### config.mk
export PLATFORM = sky130hd
export DESIGN_NAME = gat_load_ctrl_flat
export DESIGN_NICKNAME = d
export VERILOG_FILES = /design/src/rtl/gat_pkg.sv /design/src/rtl/gat_load_ctrl_if.sv /design/src/rtl/gat_load_ch.sv /design/src/rtl/gat_load_ctrl.sv /design/src/flat_wrapper.sv
export SDC_FILE = /design/constraint.sdc
export NUM_CORES = 1
export LEC_CHECK = 0
export ABC_AREA = 1
export BUFFER_PORTS_ARGS = -buffer_cell sky130_fd_sc_hd__buf_2
export CAP_MARGIN = 40
export CORE_AREA = 4 4 165 167
export DETAILED_ROUTE_END_ITERATION = 10
export DIE_AREA = 0 0 169 171
export PLACE_DENSITY = 0.84
export SYNTH_ARGS = -nofsm -noshare
export SYNTH_HDL_FRONTEND = slang
export SYNTH_SLANG_ARGS = --single-unit
### constraint.sdc
create_clock -name clk -period 3.8 [get_ports clk]
set_input_delay 0 -clock clk [delete_from_list [all_inputs] [get_ports clk]]
set_output_delay 0 -clock clk [all_outputs]
set_load 0.05 [all_outputs]
### src/rtl/gat_pkg.sv
// Shared types and status-word layout for the GAT load/launch controller.
package gat_pkg;

    typedef enum logic [2:0] {
        GAT_LD_IDLE  = 3'd0,
        GAT_LD_LOAD  = 3'd1,
        GAT_LD_WAIT  = 3'd2,
        GAT_LD_START = 3'd3,
        GAT_LD_RUN   = 3'd4,
        GAT_LD_DONE  = 3'd5
    } gat_load_state_t;

    localparam int GAT_ST_STATE_W = 3;

    // Status word packs fields from the MSB down: state, err_busy, err_align.
    function automatic int gat_st_state_lsb(input int top_w);
        return top_w - GAT_ST_STATE_W;
    endfunction

    function automatic int gat_st_busy_lsb(input int top_w, input int n_ch);
        return top_w - GAT_ST_STATE_W - n_ch;
    endfunction

    function automatic int gat_st_align_lsb(input int top_w, input int n_ch);
        return top_w - GAT_ST_STATE_W - 2 * n_ch;
    endfunction

endpackage

### src/rtl/gat_load_ctrl_if.sv
// Byte-addressed BRAM-controller side in, word-addressed core BRAM write side out.
interface gat_load_ctrl_if #(
    parameter int TOP_WIDTH = 32,
    parameter int NUM_CH    = 3,
    parameter int ADDR_W    = 22
);
    logic [NUM_CH*TOP_WIDTH-1:0]  bus_din;
    logic [NUM_CH-1:0]            bus_ena;
    logic [NUM_CH-1:0]            bus_wea;
    logic [NUM_CH*ADDR_W-1:0]     bus_addra;
    logic [NUM_CH*TOP_WIDTH-1:0]  core_din;
    logic [NUM_CH-1:0]            core_wea;
    logic [NUM_CH*(ADDR_W-2)-1:0] core_addra;

    modport master (
        output bus_din, bus_ena, bus_wea, bus_addra,
        input  core_din, core_wea, core_addra
    );

    modport slave (
        input  bus_din, bus_ena, bus_wea, bus_addra,
        output core_din, core_wea, core_addra
    );
endinterface

### src/rtl/gat_load_ch.sv
// One load channel: alignment check, registered write forwarding, saturating word counter.
module gat_load_ch #(
    parameter int TOP_WIDTH = 32,
    parameter int ADDR_W    = 22,
    parameter int CNT_W     = ADDR_W - 1
) (
    input  logic                 clk,
    input  logic                 rst_n,
    input  logic [TOP_WIDTH-1:0] din_i,
    input  logic                 ena_i,
    input  logic                 wea_i,
    input  logic [ADDR_W-1:0]    addr_i,
    input  logic                 accept_en_i,
    input  logic                 cnt_clr_i,
    output logic                 wr_valid_o,
    output logic                 wr_ok_o,
    output logic                 wr_misalign_o,
    output logic                 wr_acc_o,
    output logic [TOP_WIDTH-1:0] core_din_o,
    output logic                 core_wea_o,
    output logic [ADDR_W-3:0]    core_addra_o,
    output logic [CNT_W-1:0]     cnt_o
);
    logic [TOP_WIDTH-1:0] din_q;
    logic                 wea_q;
    logic [ADDR_W-3:0]    addr_q;
    logic [CNT_W-1:0]     cnt_q, cnt_d;

    assign wr_valid_o    = ena_i & wea_i;
    assign wr_ok_o       = wr_valid_o & (addr_i[1:0] == 2'b00);
    assign wr_misalign_o = wr_valid_o & (addr_i[1:0] != 2'b00);
    assign wr_acc_o      = wr_ok_o & accept_en_i;

    // A clear coincides with the write that restarts a load, so it counts as 1.
    always_comb begin
        cnt_d = cnt_q;
        if (cnt_clr_i)
            cnt_d = wr_acc_o ? CNT_W'(1) : '0;
        else if (wr_acc_o && !(&cnt_q))
            cnt_d = cnt_q + CNT_W'(1);
    end

    always_ff @(posedge clk or negedge rst_n) begin
        if (!rst_n) begin
            din_q  <= '0;
            wea_q  <= 1'b0;
            addr_q <= '0;
            cnt_q  <= '0;
        end else begin
            wea_q <= wr_acc_o;
            cnt_q <= cnt_d;
            if (wr_acc_o) begin
                din_q  <= din_i;
                addr_q <= addr_i[ADDR_W-1:2];
            end
        end
    end

    assign core_din_o   = din_q;
    assign core_wea_o   = wea_q;
    assign core_addra_o = addr_q;
    assign cnt_o        = cnt_q;
endmodule

### src/rtl/gat_load_ctrl.sv
// Multi-channel load/launch controller: forwards channel writes to the core BRAMs,
// waits for every channel's load-done, pulses core_start and reports completion.
module gat_load_ctrl
    import gat_pkg::*;
#(
    parameter int TOP_WIDTH = 32,
    parameter int NUM_CH    = 3,
    parameter int ADDR_W    = 22,
    parameter int CNT_W     = ADDR_W - 1
) (
    input  logic                    clk,
    input  logic                    rst_n,
    gat_load_ctrl_if.slave          bus,
    input  logic [NUM_CH-1:0]       load_done,
    output logic                    core_start,
    input  logic                    core_done,
    output logic                    gat_ready,
    output logic [TOP_WIDTH-1:0]    gat_status,
    output logic [NUM_CH*CNT_W-1:0] word_cnt
);
    localparam int ST_LSB    = gat_st_state_lsb(TOP_WIDTH);
    localparam int BUSY_LSB  = gat_st_busy_lsb(TOP_WIDTH, NUM_CH);
    localparam int ALIGN_LSB = gat_st_align_lsb(TOP_WIDTH, NUM_CH);
    localparam int CNT_FIT   = (CNT_W < ALIGN_LSB) ? CNT_W : ALIGN_LSB;

    gat_load_state_t state_q, state_d;
    logic [NUM_CH-1:0] done_seen_q, done_seen_d;
    logic [NUM_CH-1:0] ld_prev_q;
    logic [NUM_CH-1:0] err_busy_q, err_busy_d;
    logic [NUM_CH-1:0] err_align_q, err_align_d;
    logic [NUM_CH-1:0] wr_valid, wr_ok, wr_misalign, wr_acc, ld_rise;
    logic              leave_done, accept_en;

    logic [NUM_CH*TOP_WIDTH-1:0]  core_din_w;
    logic [NUM_CH-1:0]            core_wea_w;
    logic [NUM_CH*(ADDR_W-2)-1:0] core_addra_w;

    // Leaving DONE reopens acceptance in the same cycle, so that write is not lost.
    assign ld_rise    = load_done & ~ld_prev_q;
    assign leave_done = (state_q == GAT_LD_DONE) && ((|wr_ok) || (|ld_rise));
    assign accept_en  = (state_q == GAT_LD_IDLE) || (state_q == GAT_LD_LOAD) || leave_done;

    genvar gi;
    generate
        for (gi = 0; gi < NUM_CH; gi++) begin : g_ch
            gat_load_ch #(
                .TOP_WIDTH (TOP_WIDTH),
                .ADDR_W    (ADDR_W),
                .CNT_W     (CNT_W)
            ) u_ch (
                .clk           (clk),
                .rst_n         (rst_n),
                .din_i         (bus.bus_din[gi*TOP_WIDTH +: TOP_WIDTH]),
                .ena_i         (bus.bus_ena[gi]),
                .wea_i         (bus.bus_wea[gi]),
                .addr_i        (bus.bus_addra[gi*ADDR_W +: ADDR_W]),
                .accept_en_i   (accept_en),
                .cnt_clr_i     (leave_done),
                .wr_valid_o    (wr_valid[gi]),
                .wr_ok_o       (wr_ok[gi]),
                .wr_misalign_o (wr_misalign[gi]),
                .wr_acc_o      (wr_acc[gi]),
                .core_din_o    (core_din_w[gi*TOP_WIDTH +: TOP_WIDTH]),
                .core_wea_o    (core_wea_w[gi]),
                .core_addra_o  (core_addra_w[gi*(ADDR_W-2) +: (ADDR_W-2)]),
                .cnt_o         (word_cnt[gi*CNT_W +: CNT_W])
            );
        end
    endgenerate

    assign bus.core_din   = core_din_w;
    assign bus.core_wea   = core_wea_w;
    assign bus.core_addra = core_addra_w;

    always_comb begin
        state_d     = state_q;
        done_seen_d = leave_done ? load_done : (done_seen_q | load_done);
        err_align_d = err_align_q | (wr_misalign & {NUM_CH{accept_en}});
        err_busy_d  = err_busy_q | (wr_valid & {NUM_CH{~accept_en}});
        case (state_q)
            GAT_LD_IDLE:  if ((|wr_acc) || (|load_done)) state_d = GAT_LD_LOAD;
            GAT_LD_LOAD:  if (&(done_seen_q | load_done)) state_d = GAT_LD_WAIT;
            GAT_LD_WAIT:  state_d = GAT_LD_START;
            GAT_LD_START: state_d = GAT_LD_RUN;
            GAT_LD_RUN:   if (core_done) state_d = GAT_LD_DONE;
            GAT_LD_DONE:  if (leave_done) state_d = GAT_LD_LOAD;
            default:      state_d = GAT_LD_IDLE;
        endcase
    end

    always_ff @(posedge clk or negedge rst_n) begin
        if (!rst_n) begin
            state_q     <= GAT_LD_IDLE;
            done_seen_q <= '0;
            ld_prev_q   <= '0;
            err_busy_q  <= '0;
            err_align_q <= '0;
        end else begin
            state_q     <= state_d;
            done_seen_q <= done_seen_d;
            ld_prev_q   <= load_done;
            err_busy_q  <= err_busy_d;
            err_align_q <= err_align_d;
        end
    end

    assign core_start = (state_q == GAT_LD_START);
    assign gat_ready  = (state_q == GAT_LD_DONE);

    always_comb begin
        gat_status                             = '0;
        gat_status[ST_LSB +: GAT_ST_STATE_W]   = state_q;
        gat_status[BUSY_LSB +: NUM_CH]         = err_busy_q;
        gat_status[ALIGN_LSB +: NUM_CH]        = err_align_q;
        gat_status[CNT_FIT-1:0]                = word_cnt[CNT_FIT-1:0];
    end
endmodule

### src/flat_wrapper.sv
// flat-port wrapper written by rule: the top's interface ports become plain ports
module gat_load_ctrl_flat import gat_pkg::*;
#(
    parameter int TOP_WIDTH = 32,
    parameter int NUM_CH    = 3,
    parameter int ADDR_W    = 22,
    parameter int CNT_W     = ADDR_W - 1
)
  (clk, rst_n, load_done, core_start, core_done, gat_ready, gat_status, word_cnt, bus_bus_din, bus_bus_ena, bus_bus_wea, bus_bus_addra, bus_core_din, bus_core_wea, bus_core_addra);
  gat_load_ctrl_if #(.TOP_WIDTH(TOP_WIDTH), .NUM_CH(NUM_CH), .ADDR_W(ADDR_W)) bus_i ();
  input  logic clk;
  input  logic rst_n;
  input  logic [NUM_CH-1:0] load_done;
  output logic core_start;
  input  logic core_done;
  output logic gat_ready;
  output logic [TOP_WIDTH-1:0] gat_status;
  output logic [NUM_CH*CNT_W-1:0] word_cnt;
  input wire logic [$bits(bus_i.bus_din)-1:0] bus_bus_din;
  input wire logic [$bits(bus_i.bus_ena)-1:0] bus_bus_ena;
  input wire logic [$bits(bus_i.bus_wea)-1:0] bus_bus_wea;
  input wire logic [$bits(bus_i.bus_addra)-1:0] bus_bus_addra;
  output wire logic [$bits(bus_i.core_din)-1:0] bus_core_din;
  output wire logic [$bits(bus_i.core_wea)-1:0] bus_core_wea;
  output wire logic [$bits(bus_i.core_addra)-1:0] bus_core_addra;
  assign bus_i.bus_din = bus_bus_din;
  assign bus_i.bus_ena = bus_bus_ena;
  assign bus_i.bus_wea = bus_bus_wea;
  assign bus_i.bus_addra = bus_bus_addra;
  assign bus_core_din = bus_i.core_din;
  assign bus_core_wea = bus_i.core_wea;
  assign bus_core_addra = bus_i.core_addra;
  gat_load_ctrl #(.TOP_WIDTH(TOP_WIDTH), .NUM_CH(NUM_CH), .ADDR_W(ADDR_W), .CNT_W(CNT_W)) u_core (.clk(clk), .rst_n(rst_n), .bus(bus_i), .load_done(load_done), .core_start(core_start), .core_done(core_done), .gat_ready(gat_ready), .gat_status(gat_status), .word_cnt(word_cnt));
endmodule
# == Word-level counts from Yosys, hierarchy flattened ==
# Cells that the tools add are included.
# op_classes
n_addsub,3
eq_ne,9
muxes,15
n_bitwise,20
reduce_logical,30
# ops
operator,n
2-to-1 mux 21 bit,6
"adder 21 x 1 -> 21 bit, second input constant",3
AND reduction 21 bit,3
case mux 3 bit (6 select lines),1
2-to-1 mux 3 bit,5
bitwise AND 1 bit,12
nonzero test 2 bit,6
OR reduction 3 bit,4
bitwise AND 3 bit,3
bitwise OR 3 bit,3
"== test 3 x 2 -> 1 bit, second input constant",2
"== test 3 bit, second input constant",2
zero test 2 bit,3
"!= test 2 bit, second input constant",3
logical AND 1 bit,4
logical OR 1 bit,4
AND reduction 4 bit,1
"== test 3 x 1 -> 1 bit, second input constant",1
zero test 1 bit,3
zero test 3 bit,1
2-to-1 mux 1 bit,3
NOT 3 bit,1
AND reduction 3 bit,1
"!= test 2 x 1 -> 1 bit, second input constant",1
NOT 1 bit,1
# word_totals
reg_bits,237
inputBits,174
output_inout_bits,256
wordCells,94

# == Longest topological paths before layout ==
# Gate-level depths: netlist of the first run.
# depth
depth_word,11
ltp_mapped,14
ltp_nobuf,12

# == Modules after synthesis ==
# Synthesis of the first run repeated with hierarchy kept, for this count alone.
# hier_totals
hier_cells,1399
hier_area_um2,11060.6
# modules_own_cells
module,instances,cells_each,area_per_inst_um2,seq_area_each_um2
gat_load_ch,3,431,3392.0,1851.8
gat_load_ctrl,1,106,884.6,375.4

# == Least setup slack after synthesis of the first run ==
# No wires, ideal clock.
# synth_timing
path_kind,flip-flop to flip-flop
start,register u_core.g_ch[2].u_ch.cnt_q[0]
end,register u_core.g_ch[2].u_ch.cnt_q[0]
setup_ns,0.119
arrival_time_ns,2.033
required_time_ns,3.681
path_slack_ns,1.647
stages_incl_launch_ff,10
n_path_buf,1
synth_period_minus_slack_ns,2.153
path_cell_list,dfrtp_1 ha_1 nand3_1 nor3_2 nand4_1 nand3_4 nand2_2 buf_6 nand2_1 nand2_1
# synth_via
elab_chain_cells,4
word_cells_on_any_way,7
# synth_rtl
element,line_no,source
start: declaration,gat_load_ch.sv:27,"logic [CNT_W-1:0] cnt_q, cnt_d;"
start signal: assignment,gat_load_ch.sv:51,cnt_q <= cnt_d;
branches (longest 4 deep; another with adder 21 x 1 -> 21 bit),--,
# Several ways; the timed one is not identified. The select of a mux whose other input is x is not followed.
# A chain may end at the register's enable or synchronous reset.

# == Final worst setup path of the first run ==
# layout_timing
start,input port bus_bus_addra[1]
end,register u_core.g_ch[1].u_ch.cnt_q[7]
# layout_via
elab_chain_cells,9
word_cells_on_any_way,10
# layout_rtl
element,line_no,source
start: declaration,flat_wrapper.sv:22,input wire logic [$bits(bus_i.bus_addra)-1:0] bus_bus_addra;
zero test 2 bit *,gat_load_ch.sv:30,assign wr_ok_o = wr_valid_o & (addr_i[1:0] == 2'b00);
bitwise AND 1 bit *,gat_load_ch.sv:30,
OR reduction 3 bit *,gat_load_ctrl.sv:40,assign leave_done = (state_q == GAT_LD_DONE) && ((|wr_ok) || (|ld_rise));
logical OR 1 bit *,gat_load_ctrl.sv:40,
logical AND 1 bit *,gat_load_ctrl.sv:40,
logical OR 1 bit,gat_load_ctrl.sv:41,assign accept_en = (state_q == GAT_LD_IDLE) || (state_q == GAT_LD_LOAD) || leave_done;
bitwise AND 1 bit,gat_load_ch.sv:32,assign wr_acc_o = wr_ok_o & accept_en_i;
logical AND 1 bit,gat_load_ch.sv:39,else if (wr_acc_o && !(&cnt_q))
nonzero test 2 bit (no line),--,
end signal: assignment,gat_load_ch.sv:51,
end: declaration,gat_load_ch.sv:27,
# Every way passes the cells marked *; elsewhere a longest branch is shown, timed or not.

==> out/metrics.csv, run 1 <==
stage,metric,value,unit
run_status,status,finished clean,
sta,finalCritPeriodShare,0.868,
floorplanning,die_h,171,µm
clock_network,cts_tree,done,
clock_network,clk_pin_slew,60,ps
yosys,synth_mux_area_frac,0,
yosys,synth_adder_area_share,0.00332,
floorplanning,rows,59,
yosys,synth_cell_type_count,39,
floorplanning,core,25800,µm²
global_route,grt_usage,0.271,
clock_network,h-tree-depth,1,
yosys,yosysSeqAreaShare,0.525,
worst_setup_path,crit_required,4260,ps
sta,clock.fmax,0.303,GHz
global_route,grt_max_degree,128,
yosys,synth-seq-cells,237,
routing,drt_iter0_drc,1086,
sta,fin_skew,16.0,ps
yosys,synthFlopType,dfrtp_1,
global_route,grt-ovfl-total,0,
yosys,ys_async_sr_fraction,1.00,
clock_network,holdBufCountCts,173,
clock_network,clockBufferDepth,3,
worst_setup_path,cp-start-kind,input pin,
sta,worst_pin_slew,967,ps
finish,layout_common_cells,"724 x nand2_1, 426 x buf_2, 237 x dfrtp_1, 173 x dlygate4sd3_1, 139 x nor2_1",
finish,n_antenna_cell,0,
floorplanning,start_util,0.438,
routing,dr.pass1.iters,6,
finish,final_net_count,2178,
routing,routed_wl,41200,µm
routing,antenna_left,0,
sta,setup_ws,503,ps
worst_setup_path,end_kind,flop,
yosys,syn_inst,1449,
pwr,p_leak,8.87,nW
sta,setup_tns,0,ps
yosys,synth_compound_area_frac,0.0158,
global_route,grt_pass1_vias,12200,
pwr,power_density,795,nW/µm²
finish,layout-drive-gt1-share,0.251,
pwr,vdd_drop_max,0.691,mV
yosys,ys_warn_count,0,
yosys,synth_top_family_by_area,simple AND/OR/NAND/NOR gates,
finish,area_growth,41.7,%
routing,viasPerCell,5.10,
placed_design,place_ws,940,ps
placed_design,dp_cells,2136,
sta,slew_headroom,0.355,
placed_design,dp.final_hpwl,24800,µm
clock_network,clk_latency,530,ps
routing,num_vias,12000,
worst_setup_path,crit_type,input pin to flop,
yosys,post_synth.cell_area_avg,7.79,µm²
clock_network,cts_setup_buffers,0,
floorplanning,dieArea,28900,µm²
global_route,antenna_found_initial,0,
floorplanning,boundaryPins,430,
placed_design,portBuffers,427,
placed_design,place_congestion,0.919,
clock_network,cts-root-buf,clkbuf_16,
sta,setup_viol,0,
floorplanning,die_w,169,µm
yosys,syn_area,11300,µm²
sta,finalHoldViolations,0,
clock_network,post_cts_resized,0,
worst_setup_path,crit_path_max_fanout,36,
routing,drc,0,
yosys,synth_xor_area_frac,0.0279,
finish,final_common_cell,nand2_1,
routing,wl_per_cell,17.5,µm
finish,fin_cells,2355,
worst_hold_path,min_path_type,input pin to flop,
clock_network,clkSinkCount,237,
sta,slew_violations,0,
sta,finalCriticalPeriod,3300,ps
yosys,yosys.area_share.simple,0.360,
run,max-cap-violations,0,
yosys,synth_edf_count,0,
worst_setup_path,cp.arrival,3760,ps
global_route,grt_pass1_wl,63700,µm
clock_network,cts_buffers,25,
sta,rsz0062_at_grt,false,
## layout make-up
cell class                 instances  area [µm²]
tap                              335         419
inverter                          56         218
timing repair buffer             608        3940
multi-input combinational       1073        4610
sequential                       237        5930
clock buffer                      28         667
fill                            1947        9760
clock inverter                    18         216
## flip-flops by register name, indices dropped and copies added (netlist names)
register / cells
u_core.err_busy_q: 3
u_core.err_align_q: 3
u_core.g_ch.u_ch.core_din_o: 96
u_core.g_ch.u_ch.cnt_o: 63
u_core.g_ch.u_ch.core_wea_o: 3
u_core.state_q: 3
u_core.g_ch.u_ch.core_addra_o: 60
u_core.done_seen_q: 3
u_core.ld_prev_q: 3
## power breakdown
| part | internal, mW | switching [mW] |
|---|---|---|
| clock | 1.55 | 1.08 |
| combinational | 1.28 | 4.78 |
| sequential | 3.38 | 0.653 |
## worst max-delay path: stages
cell and delay, ps:
dlygate4sd3_1 540, buf_2 120, nor2_1 110, dlygate4sd3_1 620, nand2_1 120, nand2_1 150
inv_2 80, nand2_2 90, nand2_4 230, nand2_4 360, nand3_2 430, nand2_1 690
nand2_1 110, nand2_1 90
## logic make-up after synthesis
family          Yosys count
simple gates           1005
flops                   237
buf+inv                 140
xor+xnor                 36
compound gates           27
fa+ha+maj                 3
other cells               1
## path summary, 6_finish.rpt
| kind | to | from | slack (ps) | cells past startpoint |
|---|---|---|---|---|
| min | u_core.g_ch[0].u_ch.cnt_o[0] | bus_bus_wea[0] | 110 | 7 |
| max | u_core.g_ch[1].u_ch.cnt_o[7] | bus_bus_addra[1] | 500 | 14 |
| min reg2reg | u_core.err_align_q[1] | u_core.err_align_q[1] | 470 | 1 |
| max reg2reg | u_core.g_ch[1].u_ch.cnt_o[7] | u_core.state_q[2] | 920 | 8 |
| min in group asynchronous | u_core.g_ch[2].u_ch.cnt_o[7] | rst_n | 190 | 2 |
| max in group asynchronous | u_core.g_ch[0].u_ch.core_addra_o[9] | rst_n | 2550 | 3 |
## synthesized netlist by cell type (3+ instances only)
library cell  count  area share
nand4_1           7      0.0039
nor3_1           16      0.0071
buf_6             5      0.0050
nand2_1         724        0.24
ha_1              3      0.0033
or2_2             3      0.0017
buf_2            36       0.016
nand3_1          97       0.043
xor2_1           19       0.015
o21ai_0           7      0.0031
o21bai_1          3      0.0020
nand2_2           5      0.0028
nor2_1          139       0.046
buf_4            36       0.024
nor2_4            3      0.0030
inv_2             3      0.0010
a21o_1            9      0.0060
xnor2_1          17       0.013
clkbuf_1          6      0.0020
a21oi_1           3      0.0013
inv_1            51       0.017
dfrtp_1         237        0.53
## routing by layer
layer	global-route usage	wire length [µm]	up-vias
met3	0.0578	3560	169
met1	0.318	15000	5600
met2	0.470	20300	708
li1	-	-	5536
met4	0.142	2270	0
met5	0	0	-
## through the flow
stage                     instance area [µm²]  hold WS (ps)   util  total power, mW
after floorplan                         11300          -296      -             8.19
after global placement                  13400           170  0.520             9.60
after detailed placement                13400           180  0.520             9.72
after CTS                               16000          81.9  0.621             12.5
after global routing                    16000           140  0.621             13.2
final                                   16000           114  0.621             12.7
Note: power is estimated with default switching activity, not from simulation.
==> inputs of run 2 (changes only) <==
GPL_ROUTABILITY_DRIVEN = 0   (was default)
clock period = 3.5 ns   (was 3.8 ns; I/O delays follow)
==> out/metrics.csv, run 2 (synthesized netlist as in run 1, its figures left out) <==
stage,metric,value,unit,change
sta,finalHoldViolations,0,,unchanged
floorplanning,boundaryPins,430,,unchanged
finish,area_growth,42.2,%,
clock_network,cts_buffers,26,,+4.0%
clock_network,clk_pin_slew,60,ps,about the same
finish,layout_common_cells,"723 x nand2_1, 426 x buf_2, 237 x dfrtp_1, 174 x dlygate4sd3_1, 139 x nor2_1",,
routing,antenna_left,0,,unchanged
global_route,grt-ovfl-total,0,,unchanged
placed_design,dpl-instance-area,13400,µm²,about the same
worst_setup_path,cpPeakStageDelay,620,ps,-70 ps
worst_hold_path,min_path_type,input pin to flop,,
placed_design,dp_cells,2135,,-0.047%
sta,rsz0062_at_grt,false,,
pwr,power_density,861,nW/µm²,+8.2%
placed_design,portBuffers,427,,unchanged
run_status,status,finished clean,,
pwr,internal-power,6.82,mW,+9.7%
global_route,grt_util_met2,0.452,,-0.0181
sta,finalCritPeriodShare,0.879,,
floorplanning,die_h,171,µm,unchanged
global_route,top_usage_layer,met2,,
pwr,p_leak,8.89,nW,+0.24%
pwr,swShare,0.507,,-0.00483
run,max-cap-violations,0,,unchanged
placed_design,dp.final_hpwl,25200,µm,+1.7%
worst_setup_path,cp_slowest_cell,dlygate4sd3_1,,
routing,dr.pass1.iters,5,,-1
floorplanning,core,25800,µm²,unchanged
sta,setup_tns,0,ps,unchanged
global_route,use_met1,0.317,,-0.00158
worst_setup_path,end_kind,flop,,
pwr,switchingPower,7.01,mW,+7.6%
finish,largest_register_ffs,96,,unchanged
floorplanning,rows,59,,unchanged
routing,drt_iter0_drc,1010,,-7.0%
pwr,totalPowerFinal,13.8,mW,+8.7%
clock_network,clockBufferDepth,3,,unchanged
global_route,grt_pass1_vias,12100,,-0.61%
routing,drc,0,,unchanged
worst_setup_path,cp.arrival,3490,ps,-270 ps
clock_network,h-tree-depth,1,,unchanged
sta,slew_headroom,0.430,,+0.0745
global_route,grt_pass1_wl,62900,µm,-1.2%
finish,fin_util,0.624,,+0.00248
floorplanning,dieArea,28900,µm²,unchanged
worst_setup_path,worstPathCellList,dlygate4sd3_1 -> buf_2 -> inv_1 -> nand2_2 -> dlygate4sd3_1 -> nor2_4 -> nor2_2 -> nand2_2 -> nand2_4 -> nand2_4 -> nand3_1 -> buf_4 -> nand2_1 -> nand2_1 -> nand2_1,,
clock_network,cts_tree,done,,
routing,viasPerCell,5.14,,+0.69%
finish,fin_cells,2360,,+0.21%
finish,fin_area,16100,µm²,+0.40%
pwr,power_frac_seq,0.318,,about the same
clock_network,clk_latency,530,ps,about the same
worst_setup_path,crit_required,3910,ps,-350 ps
routing,num_vias,12100,,+0.91%
sta,slew_violations,0,,unchanged
pwr,p_comb_frac,0.473,,-0.003
finish,final_net_count,2179,,+0.046%
worst_setup_path,cpMostUsedCell,nand2_1,,
sta,worst_pin_slew,854,ps,-113 ps
pwr,vdd_drop_max,0.767,mV,+11%
pwr,pwr-share-clk,0.209,,+0.002
routing,routed_wl,40500,µm,-1.6%
floorplanning,die_w,169,µm,unchanged
finish,layout-drive-gt1-share,0.251,,about the same
finish,final_common_cell,nand2_1,,
floorplanning,start_util,0.438,,unchanged
global_route,grt_usage,0.267,,-0.00461
worst_setup_path,crit_path_max_fanout,35,,-2.8%
worst_setup_path,cp-start-kind,input pin,,
global_route,grt_use_met3,0.0582,,+0.000462
global_route,grt_max_degree,98,,-23%
sta,clock.fmax,0.325,GHz,
clock_network,clkSinkCount,237,,unchanged
routing,wl_per_cell,17.2,µm,-1.8%
clock_network,cts-root-buf,clkbuf_16,,
sta,setup_viol,0,,unchanged
sta,finalCriticalPeriod,3080,ps,
global_route,antenna_found_initial,5,,+5
worst_setup_path,crit_type,input pin to flop,,
sta,fin_skew,12.2,ps,-3.79 ps
==> run 2: changes by cell type in the layout (fill, tap and decap cells not counted), moves of 2 or more <==
cell	change
clkbuf_8	+5
diode_2	+4
clkinv_4	-2
clkinv_2	-2
buf_4	-2
==> run 2: path summary, 6_finish.rpt <==
path                                       start                                   to  slack [ps]  depth (start not counted)
max                            bus_bus_addra[45]        u_core.g_ch[0].u_ch.cnt_o[15]         420                         15
min                             bus_bus_addra[0]         u_core.g_ch[0].u_ch.cnt_o[0]          30                          6
max reg2reg                  u_core.ld_prev_q[2]        u_core.g_ch[0].u_ch.cnt_o[15]         830                         12
min reg2reg                u_core.err_align_q[1]                u_core.err_align_q[1]         470                          1
max in group asynchronous                  rst_n  u_core.g_ch[1].u_ch.core_addra_o[4]        2480                          3
min in group asynchronous                  rst_n         u_core.g_ch[2].u_ch.cnt_o[7]          50                          2
==> run 2: metrics by stage <==
step           hold WS [ps]  setup WS (ps)
2_1_floorplan          -296           1350
3_3_place_gp           59.7            784
3_5_place_dp           53.3            639
4_1_cts                10.0            243
5_1_grt                77.2           60.1
6_report               32.3            422
==> run 2: power groups by stage <==
| stage | sequential (mW) | clock (mW) | combinational (mW) |
|---|---|---|---|
| 2_1_floorplan | 7.50 | 0 | 1.40 |
| 3_3_place_gp | 4.26 | 0 | 6.18 |
| 3_5_place_dp | 4.30 | 0 | 6.29 |
| 4_1_cts | 4.29 | 2.95 | 6.45 |
| 5_1_grt | 4.48 | 3.07 | 6.86 |
| 6_report | 4.39 | 2.89 | 6.54 |
==> run 2: metal layers <==
layer | up-vias | wire length (µm) | share of wire
met5 | - | 14 | 0.00035
met4 | 2 | 2440 | 0.060
met3 | 177 | 3460 | 0.085
met2 | 722 | 19800 | 0.49
met1 | 5675 | 14800 | 0.36
li1 | 5546 | - | -
==> run 2: critical path, delay by kind of cell <==
kind                   cells  cell delay, ps
buffers and inverters      5            1510
and+or+nand+nor           10            1950
==> run 2: layout make-up <==
| class | count | area, µm² |
|---|---|---|
| inverters | 56 | 218 |
| multi-input cells | 1073 | 4610 |
| well taps | 335 | 419 |
| flip-flops and latches | 237 | 5930 |
| clock buffers | 35 | 764 |
| repair buffers | 608 | 3950 |
| fillers | 1970 | 9700 |
| clock inverters | 12 | 155 |
| diodes | 4 | 10.0 |
==> run 2: timing repair <==
item,4_1_cts,5_1_grt
hold buffers,174,0
hold endpoints to repair,266,0
resized for setup,0,1
buffers inserted,0,0
endpoints found under the setup margin,0,21
